==> src/rtl/alu_exec_unit_pkg.sv <==
// Shared definitions for the ALU execution unit: default widths, opcodes and FSM encoding.
package alu_exec_unit_pkg;

  localparam int ALU_DATA_W = 32;
  localparam int ALU_ADDR_W = 5;

  localparam logic [3:0] OP_ADD = 4'd0;
  localparam logic [3:0] OP_SUB = 4'd1;
  localparam logic [3:0] OP_AND = 4'd2;
  localparam logic [3:0] OP_OR  = 4'd3;
  localparam logic [3:0] OP_XOR = 4'd4;
  localparam logic [3:0] OP_SLL = 4'd5;
  localparam logic [3:0] OP_SRL = 4'd6;
  localparam logic [3:0] OP_MUL = 4'd7;

  typedef enum logic [1:0] {
    ST_IDLE = 2'd0,
    ST_EXEC = 2'd1,
    ST_MUL  = 2'd2,
    ST_WB   = 2'd3
  } state_e;

endpackage

==> src/rtl/alu_mul_iter.sv <==
// Iterative shift-add multiplier: one partial product per cycle, 32 iterations,
// keeps only the low DATA_W bits of the product.
module alu_mul_iter #(
  parameter int DATA_W = alu_exec_unit_pkg::ALU_DATA_W
) (
  input  logic              clk,
  input  logic              reset,
  input  logic              start,
  input  logic [DATA_W-1:0] operand_a,
  input  logic [DATA_W-1:0] operand_b,
  output logic              busy,
  output logic [DATA_W-1:0] product_lo
);

  logic [DATA_W-1:0] r_mcand;
  logic [DATA_W-1:0] r_mplier;
  logic [DATA_W-1:0] r_acc;
  logic [4:0]        r_cnt;
  logic              r_busy;

  // Load operands on start, then add-and-shift once per cycle until the last iteration.
  always_ff @(posedge clk or posedge reset) begin
    if (reset) begin
      r_mcand  <= {DATA_W{1'b0}};
      r_mplier <= {DATA_W{1'b0}};
      r_acc    <= {DATA_W{1'b0}};
      r_cnt    <= 5'd0;
      r_busy   <= 1'b0;
    end else if (start && !r_busy) begin
      r_mcand  <= operand_a;
      r_mplier <= operand_b;
      r_acc    <= {DATA_W{1'b0}};
      r_cnt    <= 5'd0;
      r_busy   <= 1'b1;
    end else if (r_busy) begin
      if (r_mplier[0]) begin
        r_acc <= r_acc + r_mcand;
      end
      r_mcand  <= r_mcand << 1;
      r_mplier <= r_mplier >> 1;
      r_cnt    <= r_cnt + 5'd1;
      if (r_cnt == 5'd31) begin
        r_busy <= 1'b0;
      end
    end
  end

  assign busy       = r_busy;
  assign product_lo = r_acc;

endmodule

==> src/rtl/alu_exec_unit.sv <==
// ALU execution unit: captures a request in IDLE, executes in one cycle (or via the
// iterative multiplier), and presents a one-cycle register-bank writeback.
module alu_exec_unit
  import alu_exec_unit_pkg::*;
#(
  parameter int DATA_W = ALU_DATA_W,
  parameter int ADDR_W = ALU_ADDR_W
) (
  input  logic              clk,
  input  logic              reset,
  input  logic              start,
  input  logic [3:0]        opcode,
  input  logic [DATA_W-1:0] operand_a,
  input  logic [DATA_W-1:0] operand_b,
  input  logic [ADDR_W-1:0] dest_address,
  output logic              busy,
  output logic              done,
  output logic              error,
  output logic              write_enable,
  output logic [ADDR_W-1:0] write_address,
  output logic [DATA_W-1:0] write_data,
  output logic              carry,
  output logic              zero
);

  state_e            r_state;
  state_e            w_next_state;
  logic [3:0]        r_op;
  logic [DATA_W-1:0] r_a;
  logic [DATA_W-1:0] r_b;
  logic [ADDR_W-1:0] r_dest;
  logic              r_busy;
  logic              r_done;
  logic              r_error;
  logic              r_we;
  logic [ADDR_W-1:0] r_waddr;
  logic [DATA_W-1:0] r_wdata;
  logic              r_carry;
  logic              r_zero;

  logic              w_accept;
  logic              w_mul_start;
  logic              w_mul_busy;
  logic [DATA_W-1:0] w_mul_product;
  logic [DATA_W:0]   w_sum;
  logic [DATA_W:0]   w_diff;
  logic [DATA_W-1:0] w_result;
  logic              w_carry;
  logic              w_legal;
  logic              w_to_wb;

  assign w_accept    = (r_state == ST_IDLE) && start;
  assign w_mul_start = w_accept && (opcode == OP_MUL);
  assign w_to_wb     = (w_next_state == ST_WB);

  alu_mul_iter #(.DATA_W(DATA_W)) u_mul (
    .clk        (clk),
    .reset      (reset),
    .start      (w_mul_start),
    .operand_a  (operand_a),
    .operand_b  (operand_b),
    .busy       (w_mul_busy),
    .product_lo (w_mul_product)
  );

  // The extra top bit carries out of ADD and signals borrow out of SUB.
  assign w_sum  = {1'b0, r_a} + {1'b0, r_b};
  assign w_diff = {1'b0, r_a} - {1'b0, r_b};

  // Single-cycle ALU on the captured operands; unknown opcodes are flagged illegal.
  always_comb begin
    w_result = {DATA_W{1'b0}};
    w_carry  = 1'b0;
    w_legal  = 1'b1;
    case (r_op)
      OP_ADD: begin
        w_result = w_sum[DATA_W-1:0];
        w_carry  = w_sum[DATA_W];
      end
      OP_SUB: begin
        w_result = w_diff[DATA_W-1:0];
        w_carry  = ~w_diff[DATA_W];
      end
      OP_AND:  w_result = r_a & r_b;
      OP_OR:   w_result = r_a | r_b;
      OP_XOR:  w_result = r_a ^ r_b;
      OP_SLL:  w_result = r_a << r_b[4:0];
      OP_SRL:  w_result = r_a >> r_b[4:0];
      OP_MUL:  w_result = w_mul_product;
      default: w_legal  = 1'b0;
    endcase
  end

  // Next-state logic; MUL leaves once the multiplier has finished its last iteration.
  always_comb begin
    w_next_state = r_state;
    case (r_state)
      ST_IDLE: begin
        if (start) begin
          w_next_state = (opcode == OP_MUL) ? ST_MUL : ST_EXEC;
        end else begin
          w_next_state = ST_IDLE;
        end
      end
      ST_EXEC: w_next_state = ST_WB;
      ST_MUL: begin
        if (!w_mul_busy) begin
          w_next_state = ST_WB;
        end else begin
          w_next_state = ST_MUL;
        end
      end
      ST_WB:   w_next_state = ST_IDLE;
      default: w_next_state = ST_IDLE;
    endcase
  end

  // State, request capture and registered writeback/flag outputs.
  always_ff @(posedge clk or posedge reset) begin
    if (reset) begin
      r_state <= ST_IDLE;
      r_op    <= 4'd0;
      r_a     <= {DATA_W{1'b0}};
      r_b     <= {DATA_W{1'b0}};
      r_dest  <= {ADDR_W{1'b0}};
      r_busy  <= 1'b0;
      r_done  <= 1'b0;
      r_error <= 1'b0;
      r_we    <= 1'b0;
      r_waddr <= {ADDR_W{1'b0}};
      r_wdata <= {DATA_W{1'b0}};
      r_carry <= 1'b0;
      r_zero  <= 1'b0;
    end else begin
      r_state <= w_next_state;
      r_busy  <= (w_next_state != ST_IDLE);
      r_done  <= w_to_wb;
      r_error <= w_to_wb && !w_legal;
      r_we    <= w_to_wb && w_legal;
      if (w_accept) begin
        r_op   <= opcode;
        r_a    <= operand_a;
        r_b    <= operand_b;
        r_dest <= dest_address;
      end
      if (w_to_wb) begin
        r_waddr <= r_dest;
        r_wdata <= w_result;
        if (w_legal) begin
          r_carry <= w_carry;
          r_zero  <= (w_result == {DATA_W{1'b0}});
        end
      end
    end
  end

  assign busy          = r_busy;
  assign done          = r_done;
  assign error         = r_error;
  assign write_enable  = r_we;
  assign write_address = r_waddr;
  assign write_data    = r_wdata;
  assign carry         = r_carry;
  assign zero          = r_zero;

endmodule

==> config.mk <==
export PLATFORM = sky130hd
export DESIGN_NAME = alu_exec_unit
export DESIGN_NICKNAME = d
export VERILOG_FILES = /design/src/rtl/alu_exec_unit_pkg.sv /design/src/rtl/alu_mul_iter.sv /design/src/rtl/alu_exec_unit.sv
export SDC_FILE = /design/constraint.sdc
export NUM_CORES = 1
export LEC_CHECK = 0
export CORE_ASPECT_RATIO = 1.2
export CORE_MARGIN = 2
export CORE_UTILIZATION = 59
export CTS_CLUSTER_SIZE = 24
export DETAILED_ROUTE_END_ITERATION = 8
export PLACE_DENSITY = 0.9
export SLEW_MARGIN = 20
export SYNTH_ARGS = -nofsm -noshare
export SYNTH_HDL_FRONTEND = slang
export SYNTH_HIERARCHICAL = 1
export SYNTH_SLANG_ARGS = --single-unit
==> constraint.sdc <==
create_clock -name clk -period 5.12 [get_ports clk]
set_input_delay 1.024 -clock clk [delete_from_list [all_inputs] [get_ports clk]]
set_output_delay 1.024 -clock clk [all_outputs]
set_load 0.02 [all_outputs]
Word-level counts from Yosys, hierarchy flattened
Index checks and enable logic that the tools add are counted.
{"block": "classes", "n_addsub": 4, "n_eq_ne": 13, "n_shift": 2, "mux": 19, "n_bitwise": 4, "reduce_logical": 16}
{"operator": "32-bit one-hot mux with 8 select lines", "n": 1}
{"operator": "32-bit 2-to-1 mux", "n": 7}
{"operator": "32-bit by 32-bit adder with 33-bit output", "n": 1}
{"operator": "32-bit by 32-bit subtractor with 33-bit output", "n": 1}
{"operator": "32-bit adder", "n": 1}
{"operator": "32-bit AND", "n": 1}
{"operator": "32-bit logical NOT", "n": 1}
{"operator": "32-bit OR", "n": 1}
{"operator": "32-bit by 5-bit left shift with 32-bit output", "n": 1}
{"operator": "32-bit by 5-bit >> shifter with 32-bit output", "n": 1}
{"operator": "32-bit XOR", "n": 1}
{"operator": "4-bit by 3-bit equality test with 1-bit output, second input constant", "n": 5}
{"operator": "5-bit 2-to-1 mux", "n": 2}
{"operator": "4-bit by 2-bit equality test with 1-bit output, second input constant", "n": 2}
{"operator": "2-bit one-hot mux with 4 select lines", "n": 1}
{"operator": "8-bit OR reduction", "n": 1}
{"operator": "2-bit equality test, second input constant", "n": 3}
{"operator": "2-bit nonzero test", "n": 3}
{"operator": "5-bit by 1-bit adder with 5-bit output, second input constant", "n": 1}
{"operator": "5-bit equality test, second input constant", "n": 1}
{"operator": "1-bit logical AND", "n": 5}
{"operator": "1-bit 2-to-1 mux", "n": 5}
{"operator": "4-bit by 1-bit equality test with 1-bit output, second input constant", "n": 1}
{"operator": "4-bit logical NOT", "n": 1}
{"operator": "other kinds (7)", "n": 10}
{"block": "totals", "ff_bits": 220, "input_bits": 76, "output_inout_bits": 43, "wordCells": 76}

Logic depth before layout (Yosys ltp)
{"block": "depth", "word_depth": 6, "depth_mapped": 17, "depth_no_buf": 15}

Cells and area by module
The synthesis kept the hierarchy.
{"mod": "alu_exec_unit", "n_inst": 1, "cells_per_inst": 1700, "area_per_inst_um2": 14093.5, "seq_area_each_um2": 2952.8}
{"mod": "alu_mul_iter", "n_inst": 1, "cells_per_inst": 615, "area_per_inst_um2": 5775.5, "seq_area_each_um2": 2552.4}

Worst setup path after synthesis
OpenSTA, ideal clock, no wires.
{"block": "synth_path", "path_kind": "register to register", "startpoint": "reg r_b[3]", "endpoint": "reg r_zero, in the netlist zero", "setup_ns": 0.095, "t_arrival_ns": 4.027, "required_time_ns": 5.025, "setup_slack_ns": 0.997, "path_stages_with_launch": 17, "n_path_buf": 4, "period_less_slack_ns": 4.123, "path_cell_list": "dfrtp_1 buf_2 inv_1 clkbuf_1 clkbuf_1 ha_1 buf_2 nor4_1 nor2_1 a221o_1 a32o_1 nor4_1 nand4_1 nor4_1 nand4_1 or4b_1 o31ai_1"}
{"block": "synth_via", "elab_chain_len": 3, "word_cells_on_any_way": 9, "cone_classes": "2 x add/sub; 2 x shift; 1 x mux; 3 x bitwise; 1 x reduce/logical"}
{"element": "start, declared", "line": "alu_exec_unit.sv:30", "rtl": "logic [DATA_W-1:0] r_b;"}
{"element": "start signal, assigned", "line": "alu_exec_unit.sv:124", "rtl": "r_b <= {DATA_W{1'b0}};"}
{"element": "start signal, assigned", "line": "alu_exec_unit.sv:143", "rtl": "r_b <= operand_b;"}
{"element": "32-bit by 32-bit subtractor with 33-bit output, or another cell as far along", "line": "alu_exec_unit.sv:68", "rtl": "assign w_diff = {1'b0, r_a} - {1'b0, r_b};"}
{"element": "32-bit one-hot mux with 8 select lines *", "line": "alu_exec_unit.sv:75", "rtl": "case (r_op)"}
{"element": "32-bit logical NOT *", "line": "alu_exec_unit.sv:151", "rtl": "r_zero <= (w_result == {DATA_W{1'b0}});"}
{"element": "end signal, assigned", "line": "alu_exec_unit.sv:151"}
{"element": "end, declared", "line": "alu_exec_unit.sv:39", "rtl": "logic r_zero;"}
Mark *: on every way between the ends. The rest lies on a longest branch, timed or not.
A chain may end at the register's enable or synchronous reset.

Final worst setup path
{"block": "layout_path", "startpoint": "reg r_b[4]", "endpoint": "reg r_zero, in the netlist zero"}
The elaborated chain is that of the path after synthesis.

==> impl_results.md <==
* Post_cts resized at 0
* Max frequency at between 200 and 250 MHz
* Synth area leaders: dfrtp_1 (28%), ha_1 (9.0%), mux2_2 (5.9%)
* EDFF count, synth at 0
* Drt pass-1 iters at 6
* Global-route wire length before repair at roughly 120000 um
* Worst Reg-to-Reg Cells at 14
* Worst r2r src: r_b[4]
* Clock skew at a little under 0.03 ns
* Setup Viol. Count Final at 0
* Gr ovfl total at 0
* Vias at between 20000 and 25000
* # diodes at 0
* Worst r2r dst: zero
* Synth Area per Inst at roughly 8.6 um^2
* Outcome: finished, final reports clean
* Synth Register Bits at 220
* Dpl cells at around 2800
* Count of pins on the block boundary at between 100 and 150
* Dpl ws at between 0.5 and 0.6 ns
* Vias in the first global route at 19300
* Syn. warnings at 6
* TritonCTS Buffers at 23
* Slew margin rel. at 0.265
* Synthesized area at just under 20000 um^2
* Die Y at between 200 and 250 um
* Worst Slack Setup Final at between 0.3 and 0.4 ns
* Gpl congestion at around 1.1
* CTS root buf: clkbuf_16
* Setup repair after global routing missed its margin: no
* Max_cap viols at 0
* Post-DP HPWL at between 60000 and 70000 um
* Clock buffer depth at 3
* Synth top area share at 0.277
* Main flop type after synthesis: dfrtp_1
* Die Width at between 150 and 200 um
* Worst-path clk slew at 0.06 ns
* Port buffer count at 118
* Initial antenna violation count at 1
* DR iter-0 viols at just under 3000
* Pins over their slew limit at 0
* Routed wire length at between 70000 and 80000 um
* Setup bufs post-CTS at 0
* Vias per std cell at slightly above 7
* Worst setup SP type: flop
* Post-synthesis cell count at 2315
* Post-synthesis cell type count at between 90 and 100
* Sequential share of the synthesized area at 0.277
* Starting Density at 0.599
* Layout Cells excl Fill at between 2000 and 3000
* Synth area leader: dfrtp_1
* Worst-Skew Late Latency at 0.56 ns
* Setup TNS at 0 ns
* Period utilization at 0.934
* Critical Path RT at around 5.6 ns
* Critical Path End: zero
* DRC Markers at 0
* Total track usage at 0.448
* Arrival @ worst endpoint at approximately 5.3 ns
* CTS Sinks at 220
* Area delta synth->final at 12.9%
* Post-detailed-route count of antenna-violating nets at 0
* Period minus WS final at ~4.8 ns
* Flop-to-flop setup slack at around 0.34 ns
* Post-Syn Nets at roughly 2500
* Asr flop ratio synth at 1.00
* Worst setup path class: flop to flop
* CP max FO at 11
* CTS tree: done
* Worst hold path type: flop to flop
* Placeable Area at 33200 um^2
* Post-synth top cells: nand2_1 (264), dfrtp_1 (220), o21ai_0 (196)
* Final hold violations at 0
* Share of cells above drive strength 1 at 0.133
* Hold Buf Count CTS at 0
* Routed len/inst at 27.6 um
* Count leader, synth: nand2_1
* Fillers at 2607
* Die area at 35200 um^2
* Rows at 73
* H-tree depth at 1
* Worst setup EP type: flop
* Critical path startpoint: r_b[4]
* Worst slew pin tran at ~1.1 ns
* Largest net degree at the start of global routing at 93
* Fin nets at around 2600
-- registers in the layout, indices dropped and copies added (netlist names), 2 cells and up --
signal,cells
r_a,32
r_b,32
u_mul/product_lo,32
u_mul/r_mcand,32
u_mul/r_mplier,32
write_data,32
r_dest,5
u_mul/r_cnt,5
write_address,5
r_op,4
r_state,2
-- worst max-delay path, cell delays in order, from the launching register on --
cell	delay [ns]
dfrtp_1	0.62
inv_1	0.24
ha_1	0.50
a21o_1	0.27
a21oi_1	0.31
a21oi_1	0.19
or3_1	0.40
a221o_1	0.35
a21oi_1	0.22
nand4_1	0.19
nor4_1	0.32
buf_4	0.17
nand4_1	0.09
or4b_1	0.56
o31ai_1	0.27
-- cell usage in the layout, fill, tap and decap left out, drive strengths merged, types with 39 or more instances in the layout --
master	netlist	routed
o21ai	204	204
dfrtp	220	220
mux2	109	109
a21oi	144	144
nand2	264	264
ha	143	143
nor2	156	156
mux4	39	39
inv	107	108
buf	51	96
a22oi	41	41
clkdlybuf4s50	0	118
mux2i	116	116
nor3	41	41
-- worst min-delay path by stage --
| stage | cells after the start | slack, ns | endpoint | start |
|---|---|---|---|---|
| global placement | 2 | 0.44 | write_address[1] | r_dest[1] |
| global route | 2 | 0.49 | write_address[1] | r_dest[1] |
| floorplan | 2 | 0.43 | write_address[0] | r_dest[0] |
| detailed placement | 2 | 0.46 | write_address[3] | r_dest[3] |
| finish | 2 | 0.47 | write_address[1] | r_dest[1] |
| CTS | 2 | 0.47 | write_address[1] | r_dest[1] |
-- kinds of logic (layout without fill, tap and decap cells) --
group,count (synthesis),count (layout),synth area share
compound gates,724,724,0.239
mux,264,264,0.166
flops,220,220,0.277
xor+xnor,36,36,0.0159
buf+inv,277,362,0.0576
simple gates,648,648,0.151
fa+ha+maj,146,146,0.0931
-- through the flow --
step / area [um^2] / utilization / hold WS [ns]
3_3_place_gp: 21700 / 0.654 / 0.445
6_report: 22400 / 0.676 / 0.468
5_1_grt: 22400 / 0.676 / 0.490
4_1_cts: 22400 / 0.676 / 0.474
2_1_floorplan: 19900 / - / 0.433
3_5_place_dp: 21700 / 0.654 / 0.456
-- layer usage --
metal	GRT usage	part of all wire
met1	0.585	0.38
met2	0.703	0.45
met4	0.221	0.062
met3	0.0958	0.11
met5	0	0.00013
-- final cells by class --
cell class	count	area (um^2)	area share
repair buffers	214	1940	0.0865
multi-input cells	1818	13300	0.591
well taps	450	563	0.0251
clock inverters	4	48.8	0.00218
clock buffers	36	694	0.0310
inverters	108	413	0.0184
flip-flops and latches	220	5520	0.246
Power is not shown: default switching activity piles up to over one toggle a cycle in this logic, so the estimate is an artifact.
